## src/rtl/i2s_audio_tx.sv

```systemverilog
// I2S (Philips) transmitter. A fractional phase accumulator generates the
// bit clock from the system clock, so the frame rate is exact on average.
// Each frame latches one stereo sample, converts it to the slot width,
// applies volume, optionally mixes to mono, and shifts it out MSB first.
module i2s_audio_tx #(
  parameter int CLK_HZ_0    = 31500000,
  parameter int CLK_HZ_1    = 32940000,
  parameter int SAMPLE_RATE = 48000,
  parameter int IN_WIDTH    = 18,
  parameter int SLOT_WIDTH  = 16,
  parameter int STEREO      = 1
) (
  input  logic                clk,
  input  logic                reset,
  input  logic                clk_sel,
  input  logic [IN_WIDTH-1:0] audio_l,
  input  logic [IN_WIDTH-1:0] audio_r,
  input  logic [1:0]          volume,
  output logic                sample_req,
  output logic                hp_bck,
  output logic                hp_ws,
  output logic                hp_din
);

  localparam int INC     = 2 * SAMPLE_RATE * 2 * SLOT_WIDTH;
  localparam int MOD_MAX = (CLK_HZ_0 > CLK_HZ_1) ? CLK_HZ_0 : CLK_HZ_1;
  localparam int ACC_W   = $clog2(MOD_MAX + INC + 1);
  localparam int FRAME_W = 2 * SLOT_WIDTH;
  localparam int P_W     = $clog2(FRAME_W);
  localparam int MW      = (IN_WIDTH > SLOT_WIDTH) ? IN_WIDTH : SLOT_WIDTH;
  localparam int SH_R    = (IN_WIDTH > SLOT_WIDTH) ? (IN_WIDTH - SLOT_WIDTH) : 0;
  localparam int SH_L    = (IN_WIDTH < SLOT_WIDTH) ? (SLOT_WIDTH - IN_WIDTH) : 0;

  // Each BCK half-period must span at least two system clocks.
  if ((CLK_HZ_0 < 2 * INC) || (CLK_HZ_1 < 2 * INC)) begin : g_bad_ratio
    $error("i2s_audio_tx: system clock too slow for requested bit clock");
  end

  // Fit a core sample into the slot: drop LSBs or left-justify with zeros.
  function automatic logic signed [SLOT_WIDTH-1:0] f_to_slot(
    input logic signed [IN_WIDTH-1:0] x
  );
    logic signed [MW-1:0] t;
    t = MW'(x);
    t = t >>> SH_R;
    t = t <<< SH_L;
    return t[SLOT_WIDTH-1:0];
  endfunction

  // Volume scaling by arithmetic shift; code 0 mutes.
  function automatic logic signed [SLOT_WIDTH-1:0] f_volume(
    input logic signed [SLOT_WIDTH-1:0] s,
    input logic [1:0]                   vol
  );
    logic signed [SLOT_WIDTH-1:0] y;
    case (vol)
      2'd1:    y = s >>> 2;
      2'd2:    y = s >>> 1;
      2'd3:    y = s;
      default: y = '0;
    endcase
    return y;
  endfunction

  logic [ACC_W-1:0]          r_acc;
  logic                      r_first;
  logic [P_W-1:0]            r_p;
  logic [FRAME_W-1:0]        r_shift;

  logic [ACC_W-1:0]          w_sum;
  logic [ACC_W-1:0]          w_mod;
  logic                      w_tick;
  logic                      w_fall;
  logic                      w_wrap;
  logic [P_W-1:0]            w_p_next;
  logic signed [IN_WIDTH:0]  w_mono_sum;
  logic signed [IN_WIDTH-1:0] w_mono;
  logic signed [IN_WIDTH-1:0] w_l_src;
  logic signed [IN_WIDTH-1:0] w_r_src;
  logic signed [SLOT_WIDTH-1:0] w_slot_l;
  logic signed [SLOT_WIDTH-1:0] w_slot_r;
  logic [FRAME_W-1:0]        w_frame_new;

  assign w_sum  = r_acc + ACC_W'(INC);
  assign w_mod  = clk_sel ? ACC_W'(CLK_HZ_1) : ACC_W'(CLK_HZ_0);
  assign w_tick = (w_sum >= w_mod);
  assign w_fall = w_tick & hp_bck;

  // Frame boundary: normal wrap, or the very first falling edge after reset.
  assign w_wrap   = r_first | (r_p == P_W'(FRAME_W - 1));
  assign w_p_next = w_wrap ? '0 : r_p + P_W'(1);

  // Mono mix: one extra bit of headroom, then halve; cannot overflow.
  assign w_mono_sum = {audio_l[IN_WIDTH-1], audio_l} + {audio_r[IN_WIDTH-1], audio_r};
  assign w_mono     = w_mono_sum[IN_WIDTH:1];
  assign w_l_src    = (STEREO != 0) ? audio_l : w_mono;
  assign w_r_src    = (STEREO != 0) ? audio_r : w_mono;

  assign w_slot_l    = f_volume(f_to_slot(w_l_src), volume);
  assign w_slot_r    = f_volume(f_to_slot(w_r_src), volume);
  assign w_frame_new = {w_slot_l, w_slot_r};

  // Phase accumulator and bit clock toggle.
  always_ff @(posedge clk or posedge reset) begin
    if (reset) begin
      r_acc  <= '0;
      hp_bck <= 1'b0;
    end else if (w_tick) begin
      r_acc  <= w_sum - w_mod;
      hp_bck <= ~hp_bck;
    end else begin
      r_acc  <= w_sum;
    end
  end

  // Bit position, frame latch and serial pin updates on BCK falling events.
  always_ff @(posedge clk or posedge reset) begin
    if (reset) begin
      r_first    <= 1'b1;
      r_p        <= '0;
      r_shift    <= '0;
      hp_ws      <= 1'b0;
      hp_din     <= 1'b0;
      sample_req <= 1'b0;
    end else begin
      sample_req <= 1'b0;
      if (w_fall) begin
        r_first <= 1'b0;
        r_p     <= w_p_next;
        hp_ws   <= (w_p_next >= P_W'(SLOT_WIDTH - 1)) && (w_p_next <= P_W'(FRAME_W - 2));
        if (w_wrap) begin
          r_shift    <= w_frame_new;
          hp_din     <= w_frame_new[FRAME_W-1];
          sample_req <= 1'b1;
        end else begin
          r_shift    <= {r_shift[FRAME_W-2:0], 1'b0};
          hp_din     <= r_shift[FRAME_W-2];
        end
      end
    end
  end

endmodule

```

## config.mk

```make
export PLATFORM = sky130hd
export DESIGN_NAME = i2s_audio_tx
export DESIGN_NICKNAME = d
export VERILOG_FILES = /design/src/rtl/i2s_audio_tx.sv
export SDC_FILE = /design/constraint.sdc
export NUM_CORES = 1
export LEC_CHECK = 0
export BUFFER_PORTS_ARGS = -buffer_cell sky130_fd_sc_hd__buf_2
export CAP_MARGIN = 20
export CELL_PAD_IN_SITES_DETAIL_PLACEMENT = 1
export CELL_PAD_IN_SITES_GLOBAL_PLACEMENT = 1
export CORE_ASPECT_RATIO = 0.9
export CORE_MARGIN = 2
export CORE_UTILIZATION = 45
export DETAILED_ROUTE_END_ITERATION = 10
export PLACE_DENSITY = 0.88
export SETUP_SLACK_MARGIN = 0.2
export SKIP_CTS_REPAIR_TIMING = 1
export SYNTH_ARGS = -nofsm -noshare
export SYNTH_HDL_FRONTEND = slang
export SYNTH_SLANG_ARGS = --single-unit
```

## constraint.sdc

```tcl
create_clock -name clk -period 5.3 [get_ports clk]
set_input_delay 1.06 -clock clk [delete_from_list [all_inputs] [get_ports clk]]
set_output_delay 1.06 -clock clk [all_outputs]
set_load 0.01 [all_outputs]
```

==> results by group, run 1 <==
STA
  • Crit share post-route: 0.717
  • Clk_skew: between 8 and 9 ps
  • Total negative setup slack: 0 ps
  • Fmax: 263 MHz
  • Post-route minimum period: 3800 ps
  • Unrepaired setup endpoints after global routing: no
  • Slew @ Worst Pin: 954 ps
  • Slew HR: 0.364
  • Final hold viol count: 0
  • Max-slew violation count: 0
  • Final setup fails: 0

Floorplan
  • Row count: 34
  • Starting Density: 0.464
  • IO Pins: 45
  • Die W: 110 um
  • Die H: 99.1 um
  • Die area: 10900 um^2
  • Core area: 9740 um^2

Synth
  • Synth Area in Compound Gates: 0.178
  • Number of synthesized flops with an enable pin: 0
  • Simple-gate share of the synthesized area: 0.166
  • Mean Syn Cell Area: about 9 um^2
  • FFs w/ async S/R, synth: 1.00
  • Ys flop type: dfrtp_1
  • Post-synthesis mux area share: 0.153
  • Largest family of logic cells by synthesized area: compound AO/OA/AOI/OAI gates
  • Seq cells post-synth: 62
  • Post-synthesis sequential area ratio: 0.343
  • Yosys Warn Count: 0
  • Post-synthesis xor/xnor area fraction: 0.0636
  • Netlist cell types: 63
  • Adder-cell share of the synthesized area: 0.0304
  • Cell count after synthesis: about 500
  • Syn Std Cell Area: roughly 4500 um^2
  • Synthesized net count: 554

Finish
  • Final non-filler cell total: 661
  • Layout area overhead: 8.77%
  • Fillers: 1173
  • Ant diodes: 0
  • Final Util: 0.505
  • Layout cells sized above 1: 0.236
  • Nets@finish: 582

Pwr
  • Static leakage: 0.00236 uW
  • Maximum vdd drop: ~0.00027 V
  • Pwr dens: between 500 and 600 nW/um^2

Placement
  • DP Wirelength: 7.48 mm
  • Port Buffers: 40
  • Gp weighted congestion: 0.899
  • Cells after DPL: 645

CTS
  • H-tree depth: 3
  • CTS Buffer Depth: 2
  • Clk sinks: 62
  • Root buffer selected by CTS: clkbuf_8
  • CTS tree: yes
  • Clock slew at reported path FFs: 80 ps
  • Clk_lat worst skew: 340 ps
  • TritonCTS buffer count: 9

Worst setup path
  • Crit start category: input port
  • CP Capture Type: flip-flop
  • Crit path max fanout: 40
  • Data arrival, critical path: 4030 ps
  • Worst Path Class, Setup: in -> reg
  • CP required: roughly 5500 ps

Route
  • 1st-iter DRT viols: 123
  • Final ANT Viol Nets: 0
  • Remaining routing DRC violations: 0
  • Via/cell ratio: roughly 5.6
  • DRT Wirelength: 10.7 mm
  • Detailed-route via count: 3710
  • Pre-antenna DRT Iters: 4
  • Routed wire length per instance: between 15 and 20 um

GRT
  • Vias in the first global route: 3890
  • First-pass GRT wire length: ~19 mm
  • Total track usage: 0.212
  • Largest net degree at the start of global routing: 63
  • Antenna violations before repair: 0
  • Grt ovf: 0

Status
  • Status: complete, no violations

Hold path
  • Worst hold-check path type: reg -> reg

Job
  • Number of max-cap violations: 0
## final timing paths
check,from,endpoint,slack (ps),cells past startpoint
setup / recovery,clk_sel,r_shift[12],1500,11
hold / removal,r_acc[11],r_acc[11],510,1
setup reg to reg,r_acc[13],r_shift[25],1590,14
hold reg to reg,r_acc[11],r_acc[11],510,1
max in group asynchronous,reset,r_shift[12],3790,3
min in group asynchronous,reset,r_shift[21],910,3
## placed cells by master, fill, tap and decap left out, types with 2 or more instances in the layout
cell type   instances
xor2_1             10
nor2_1             38
xnor2_1            21
a22o_1              2
o211ai_1            5
o21ai_0            56
ha_1               11
mux2_4             33
nand2b_4            2
a211oi_1            3
and3_1              3
a31o_2              2
clkinvlp_4          3
nor3_1              4
nand3_1            10
a221oi_1            2
and2_1              2
nand2b_1            3
nor4_1              2
nand4_1             4
clkbuf_8            9
nand3b_1            2
or3_1               2
clkinv_2            2
a211oi_2            2
or2_2               2
o22ai_1             2
buf_4               4
mux2_2             12
a21o_1              2
buf_2              40
o31a_1              3
o2111ai_1           3
a21oi_1            37
nor2b_1             2
dfrtp_1            61
inv_1              33
nor3b_1             3
mux2i_1             6
nand2_1            66
## kinds of logic (layout without fill, tap and decap cells)
family                     after synthesis  after routing
AOI/OAI and AO/OA                      130            130
xor gates and xnor gates                32             32
adders and majority gates               11             11
buffers and inverters                   61             94
DFF                                     62             62
muxes                                   51             51
and+or+nand+nor                        155            155
## critical path: stages
cell and delay, ps:
buf_2 110, inv_1 200, ha_1 330, a41o_1 300, a221oi_1 370, o31a_1 260, o2111ai_2 140, buf_4 230
nand3_4 80, buf_4 560, mux2_4 350
## sequential cells by signal, indices dropped and copies added (netlist names)
name / flops
r_shift: 31
hp_ws: 1
sample_req: 1
r_p: 5
hp_bck: 1
r_acc: 21
hp_din: 1
r_first: 1
## area by class of cell
cell class              count  area (um^2)  area share
flip-flops and latches     62         1550       0.316
multi-input cells         379         2680       0.544
well taps                 126          158      0.0320
clock buffers               9          124      0.0252
inverters                  34          128      0.0259
clock inverters             7         50.0      0.0102
repair buffers             44          230      0.0468
## power breakdown
part	switching [uW]	total [uW]	leakage, uW	internal [uW]
Clock	207	377	0.0000816	170
Combinational	909	1610	0.00149	698
Sequential	171	782	0.000793	612
## through the flow
step / hold WS, ps / setup slack (ps) / total power (uW) / instance area, um^2
global placement: 493 / 1230 / 2270 / 4750
floorplan: 478 / 2040 / 2060 / 4520
finish: 513 / 1500 / 2770 / 4920
global route: 529 / 1310 / 2980 / 4920
detailed placement: 492 / 1180 / 2370 / 4750
CTS: 517 / 1540 / 2770 / 4920
## routing by layer
layer  global-route usage  share of wire
met5                    0              0
met2                0.348           0.50
met3               0.0537          0.027
met4               0.0574          0.011
met1                0.278           0.46
## synthesized netlist by cell type, types with 4 or more instances
cell / n / share of area
nand2_1: 66 / 0.055
dfrtp_1: 61 / 0.34
o21ai_0: 56 / 0.062
nor2_1: 39 / 0.032
a21oi_1: 37 / 0.041
inv_1: 34 / 0.028
mux2_4: 33 / 0.11
xnor2_1: 21 / 0.041
clkbuf_1: 16 / 0.013
mux2_2: 12 / 0.030
ha_1: 11 / 0.030
nand3_1: 10 / 0.011
xor2_1: 10 / 0.019
mux2i_1: 6 / 0.013
o211ai_1: 5 / 0.0083
nand4_1: 4 / 0.0055
nor3_1: 4 / 0.0044
(Power assumes the default switching activity.)
==> inputs of run 2 (changes only) <==
Settings changed: CORE_UTILIZATION 45 to 42, PLACE_DENSITY 0.88 to 0.87.
Clock period 5.3 ns to 3.48 ns, I/O delays scaled along.
==> results by group, run 2 (synthesized netlist as in run 1, its figures left out) <==
Pwr
  • Sequential Power Share: 0.238
  • Maximum vdd drop: 0.000398 V
  • Sw frac: 0.455
  • Clk pwr share: 0.170
  • Pwr dens: 960 nW/um^2
  • Static leakage: 0.00249 uW
  • Sw Pwr: 2270 uW
  • P_int: 2720 uW
  • Combinational power share: 0.592

Placement
  • DP Wirelength: 7.98 mm
  • Pre-CTS worst setup slack: approximately 150 ps
  • Gp weighted congestion: roughly 0.91
  • Cells after DPL: 655
  • Port Buffers: 40

Finish
  • Most frequent cells in the layout: 66 x nand2_1, 60 x dfrtp_1, 56 x o21ai_0, 40 x buf_2, 38 x nor2_1
  • Layout area overhead: 14.8%
  • Layout cells sized above 1: 0.260
  • Commonest non-fill, non-tap cell in the layout: nand2_1
  • Top Registers: r_shift x31, r_acc x21, r_p x5
  • Largest reg by FF count: r_shift
  • Area occupied by multi-input gates: 2720 um^2
  • Final Util: 0.500
  • Ant diodes: 0
  • FF/Latch Area: 1550 um^2
  • Max FFs per register: 31
  • Fillers: 1208
  • Final non-filler cell total: between 600 and 700
  • Nets@finish: 594

STA
  • Final hold viol count: 0
  • Crit share post-route: 0.937
  • Clk_skew: 11.6 ps
  • Final setup fails: 0
  • Max-slew violation count: 0
  • Unrepaired setup endpoints after global routing: no
  • Slew HR: 0.400
  • Slew @ Worst Pin: between 900 and 1000 ps
  • Fmax: 307 MHz
  • Fin worst setup slack: 221 ps
  • WHS: about 470 ps
  • Post-route minimum period: 3260 ps
  • Total negative setup slack: 0 ps

Route
  • DRT Wirelength: 13.5 mm
  • Final ANT Viol Nets: 0
  • Detailed-route via count: approximately 4000
  • 1st-iter DRT viols: roughly 240
  • Routed wire length per instance: 20.0 um
  • Via/cell ratio: 5.89
  • Remaining routing DRC violations: 0
  • Pre-antenna DRT Iters: 5

CTS
  • H-tree depth: 3
  • CTS tree: yes
  • TritonCTS buffer count: 9
  • Root buffer selected by CTS: clkbuf_16
  • Clk sinks: 62
  • CTS Buffer Depth: 2
  • Clock slew at reported path FFs: 60 ps
  • Clk_lat worst skew: 340 ps

Worst setup path
  • CP Capture Type: flip-flop
  • Crit start category: flip-flop
  • Crit path max fanout: 12
  • CP required: approximately 3700 ps
  • Worst reg2reg path depth: 9
  • Data arrival, critical path: 3470 ps
  • Worst Path Class, Setup: reg -> reg

Floorplan
  • Die H: 102 um
  • IO Pins: 45
  • Starting Density: 0.436
  • Die W: 113 um
  • Row count: 35
  • Core area: approximately 10000 um^2
  • Die area: ~12000 um^2

Job
  • Number of max-cap violations: 0

Status
  • Status: complete, no violations

GRT
  • Grt ovf: 0
  • Total track usage: 0.221
  • First-pass GRT wire length: 20.5 mm
  • Antenna violations before repair: 0
  • Vias in the first global route: 4126
  • Largest net degree at the start of global routing: 60

Hold path
  • Worst hold-check path type: in -> async
run 2: cell count changes in the layout (fill, tap and decap cells not counted), sizes merged:
cell,before,now
buf,44,56
clkbuf,9,11
clkinvlp,3,1
inv,35,34
run 2: cell type report:
class / instances / share of cell area
multi-input combinational: 379 / 0.523
clock buffer: 11 / 0.0487
clock inverter: 4 / 0.00434
timing repair buffer: 56 / 0.0689
tap: 129 / 0.0311
inverter: 34 / 0.0246
sequential: 62 / 0.299
run 2: through the flow:
stage	power, uW	instance area [um^2]
2_1_floorplan	3140	4520
3_3_place_gp	3570	4840
3_5_place_dp	3740	4840
4_1_cts	4690	5110
5_1_grt	5250	5190
6_report	4990	5190
run 2: worst paths after layout:
path,start,endpoint,slack (ps)
max,r_acc[15],r_acc[20],220
min,reset,r_shift[17],470
max reg2reg,r_acc[15],r_acc[20],220
min reg2reg,hp_ws,hp_ws,510
max in group asynchronous,reset,r_acc[14],2240
min in group clk,hp_ws,hp_ws,510
run 2: per-layer routing:
layer | track usage | vias to the layer above | wire [um]
met3 | 0.0504 | 40 | 532
met2 | 0.397 | 127 | 7010
met5 | 0 | - | 0
li1 | - | 1837 | -
met1 | 0.265 | 1974 | 5600
met4 | 0.0722 | 0 | 342
run 2: worst max-delay path, stage by stage, from the launching register on:
cell and delay, ps:
dfrtp_1 490, o311a_4 420, nor3_1 370, ha_1 370, or2_2 340, o311ai_1 150, o2111ai_4 240, buf_12 210
nand2_4 170, mux2_2 380
run 2: power groups by stage:
stage	registers, uW	clock network (uW)	logic (uW)
floorplan	1120	0	2030
global placement	1150	0	2420
detailed placement	1170	0	2560
CTS	1170	845	2680
global route	1220	883	3150
finish	1190	849	2950
==> inputs of run 3 (changes only) <==
Settings changed: ABC_AREA set to 1, CORE_UTILIZATION 42 to 38, PLACE_DENSITY 0.87 to 0.85.
==> results by group, run 3 <==
Finish
  • Ant diodes: 0
  • Most frequent cells in the layout: 235 x nand2_1, 69 x nand3_1, 66 x inv_1, 61 x dfrtp_1, 52 x o21ai_0
  • Layout area overhead: 14.7%
  • Commonest non-fill, non-tap cell in the layout: nand2_1
  • Top Registers: r_shift x31, r_acc x21, r_p x5
  • Final non-filler cell total: between 800 and 900
  • Largest reg by FF count: r_shift
  • Nets@finish: ~760
  • Layout cells sized above 1: 0.134
  • Max FFs per register: 31

STA
  • Post-route minimum period: about 3000 ps
  • Fmax: 332 MHz
  • Slew @ Worst Pin: 550 ps
  • Clk_skew: 8.12 ps
  • Final setup fails: 0
  • Unrepaired setup endpoints after global routing: yes
  • Max-slew violation count: 0
  • Final hold viol count: 0
  • Fin worst setup slack: 467 ps
  • Crit share post-route: 0.866
  • Slew HR: 0.632
  • Total negative setup slack: 0 ps

CTS
  • CTS tree: yes
  • CTS Buffer Depth: 2
  • Clk sinks: 62
  • TritonCTS buffer count: 9
  • H-tree depth: 3
  • Clock slew at reported path FFs: 60 ps
  • Clk_lat worst skew: about 340 ps
  • Root buffer selected by CTS: clkbuf_16

Placement
  • DP Wirelength: between 8 and 9 mm
  • Gp weighted congestion: 0.871
  • Port Buffers: 40
  • Cells after DPL: 854
  • Pre-CTS worst setup slack: 205 ps

Floorplan
  • Starting Density: 0.388
  • Core area: 11400 um^2
  • Die W: 118 um
  • Die area: 12500 um^2
  • Die H: 106 um
  • IO Pins: 45
  • Row count: 37

Route
  • Detailed-route via count: 4491
  • 1st-iter DRT viols: 221
  • Remaining routing DRC violations: 0
  • Pre-antenna DRT Iters: 4
  • Routed wire length per instance: 14.4 um
  • Final ANT Viol Nets: 0
  • DRT Wirelength: 12.5 mm
  • Via/cell ratio: 5.16

Synth
  • Synthesized net count: 727
  • Yosys top cell by area: dfrtp_1
  • Mean Syn Cell Area: about 6.6 um^2
  • Netlist cell types: 35
  • Top cell type's share of synthesized area: 0.345
  • Syn Std Cell Area: 4420 um^2
  • Seq cells post-synth: 62
  • Post-synth top cells: 235 x nand2_1, 69 x nand3_1, 67 x inv_1
  • Synth area leaders: dfrtp_1 35%, nand2_1 20%, nand3_1 7.8%
  • FFs w/ async S/R, synth: 1.00
  • Cell count after synthesis: approximately 680
  • Ys flop type: dfrtp_1
  • Yosys Warn Count: 0
  • Post-synthesis sequential area ratio: 0.351
  • Most frequent cell after synthesis: nand2_1
  • Number of synthesized flops with an enable pin: 0

Pwr
  • Pwr dens: 955 nW/um^2
  • Static leakage: 0.00271 uW
  • Maximum vdd drop: about 0.00036 V

Status
  • Status: complete, no violations

Worst setup path
  • Worst Path Class, Setup: reg -> reg
  • CP required: approximately 3700 ps
  • CP Capture Type: flip-flop
  • Reg-to-reg startpoint: r_acc[15]
  • Crit. Startpoint: r_acc[15]
  • Crit start category: flip-flop
  • Crit path max fanout: 19
  • Data arrival, critical path: between 3000 and 4000 ps

Job
  • Number of max-cap violations: 0

GRT
  • Largest net degree at the start of global routing: 60
  • Total track usage: 0.209
  • Grt ovf: 0
  • Vias in the first global route: about 4700
  • First-pass GRT wire length: between 20 and 25 mm
  • Antenna violations before repair: 0

Hold path
  • Worst hold-check path type: in -> async
-- run 3: cell count changes after synthesis, moves of 6 or more --
cell	before	now
nand2_1	66	235
xnor2_1	21	1
mux2i_1	6	0
o22ai_1	2	12
nor2_1	39	45
mux2_2	12	0
inv_2	0	10
inv_1	34	67
nand3_1	10	69
mux2_4	33	0
-- run 3: logic make-up after synthesis --
group / Yosys count / synth area share
simple gates: 378 / 0.361
compound gates: 106 / 0.130
flops: 62 / 0.351
xor+xnor: 13 / 0.0257
buf+inv: 105 / 0.101
fa+ha+maj: 11 / 0.0311
-- run 3: worst max-delay path: stages (launching register included) --
cell and delay, ps:
dfrtp_1 410, nor2_2 120, nand2_1 100, nand2_2 100
nand2_1 70, xor2_1 210, inv_1 70, ha_1 350
nand2_1 100, inv_1 70, nand4_1 120, nor3_2 240
nand3_2 230, nand3_4 240, nand2_1 100, buf_4 230
inv_1 100, nor2_1 50
-- run 3: routing by layer --
| layer | global-route usage | vias to the layer above | part of all wire |
|---|---|---|---|
| met3 | 0.0274 | 13 | 0.026 |
| li1 | - | 2243 | - |
| met1 | 0.267 | 2168 | 0.48 |
| met2 | 0.362 | 67 | 0.48 |
| met4 | 0.0757 | 0 | 0.014 |
| met5 | 0 | - | 0 |
-- run 3: power breakdown --
part | internal (uW) | total (uW) | leakage, uW | switching, uW
logic | 886 | 2710 | 0.00176 | 1820
registers | 1010 | 1230 | 0.000798 | 219
clock network | 570 | 907 | 0.000148 | 337
-- run 3: stage by stage --
step	hold WS [ps]	power (uW)	utilization	cell area [um^2]
4_1_cts	371	4870	0.444	5060
2_1_floorplan	424	3310	-	4420
6_report	368	4850	0.446	5080
3_5_place_dp	458	3900	0.418	4760
3_3_place_gp	450	3710	0.418	4760
5_1_grt	395	5320	0.446	5080
-- run 3: layout make-up --
| cell class | instances | area [um^2] |
|---|---|---|
| Inverter | 78 | 293 |
| Clock inverter | 6 | 61.3 |
| Fill cell | 1546 | 6310 |
| Timing Repair Buffer | 50 | 288 |
| Multi-Input combinational cell | 509 | 2450 |
| Clock buffer | 10 | 239 |
| Tap cell | 156 | 195 |
| Sequential cell | 62 | 1550 |
-- run 3: worst paths after layout --
path                              to  slack, ps  cells past startpoint
max                           hp_bck        470                     17
min                           r_p[4]        370                      2
max reg2reg                   hp_bck        470                     17
min reg2reg                    hp_ws        470                      2
max in group asynchronous  r_acc[11]       2380                      3
min in group clk               hp_ws        470                      2
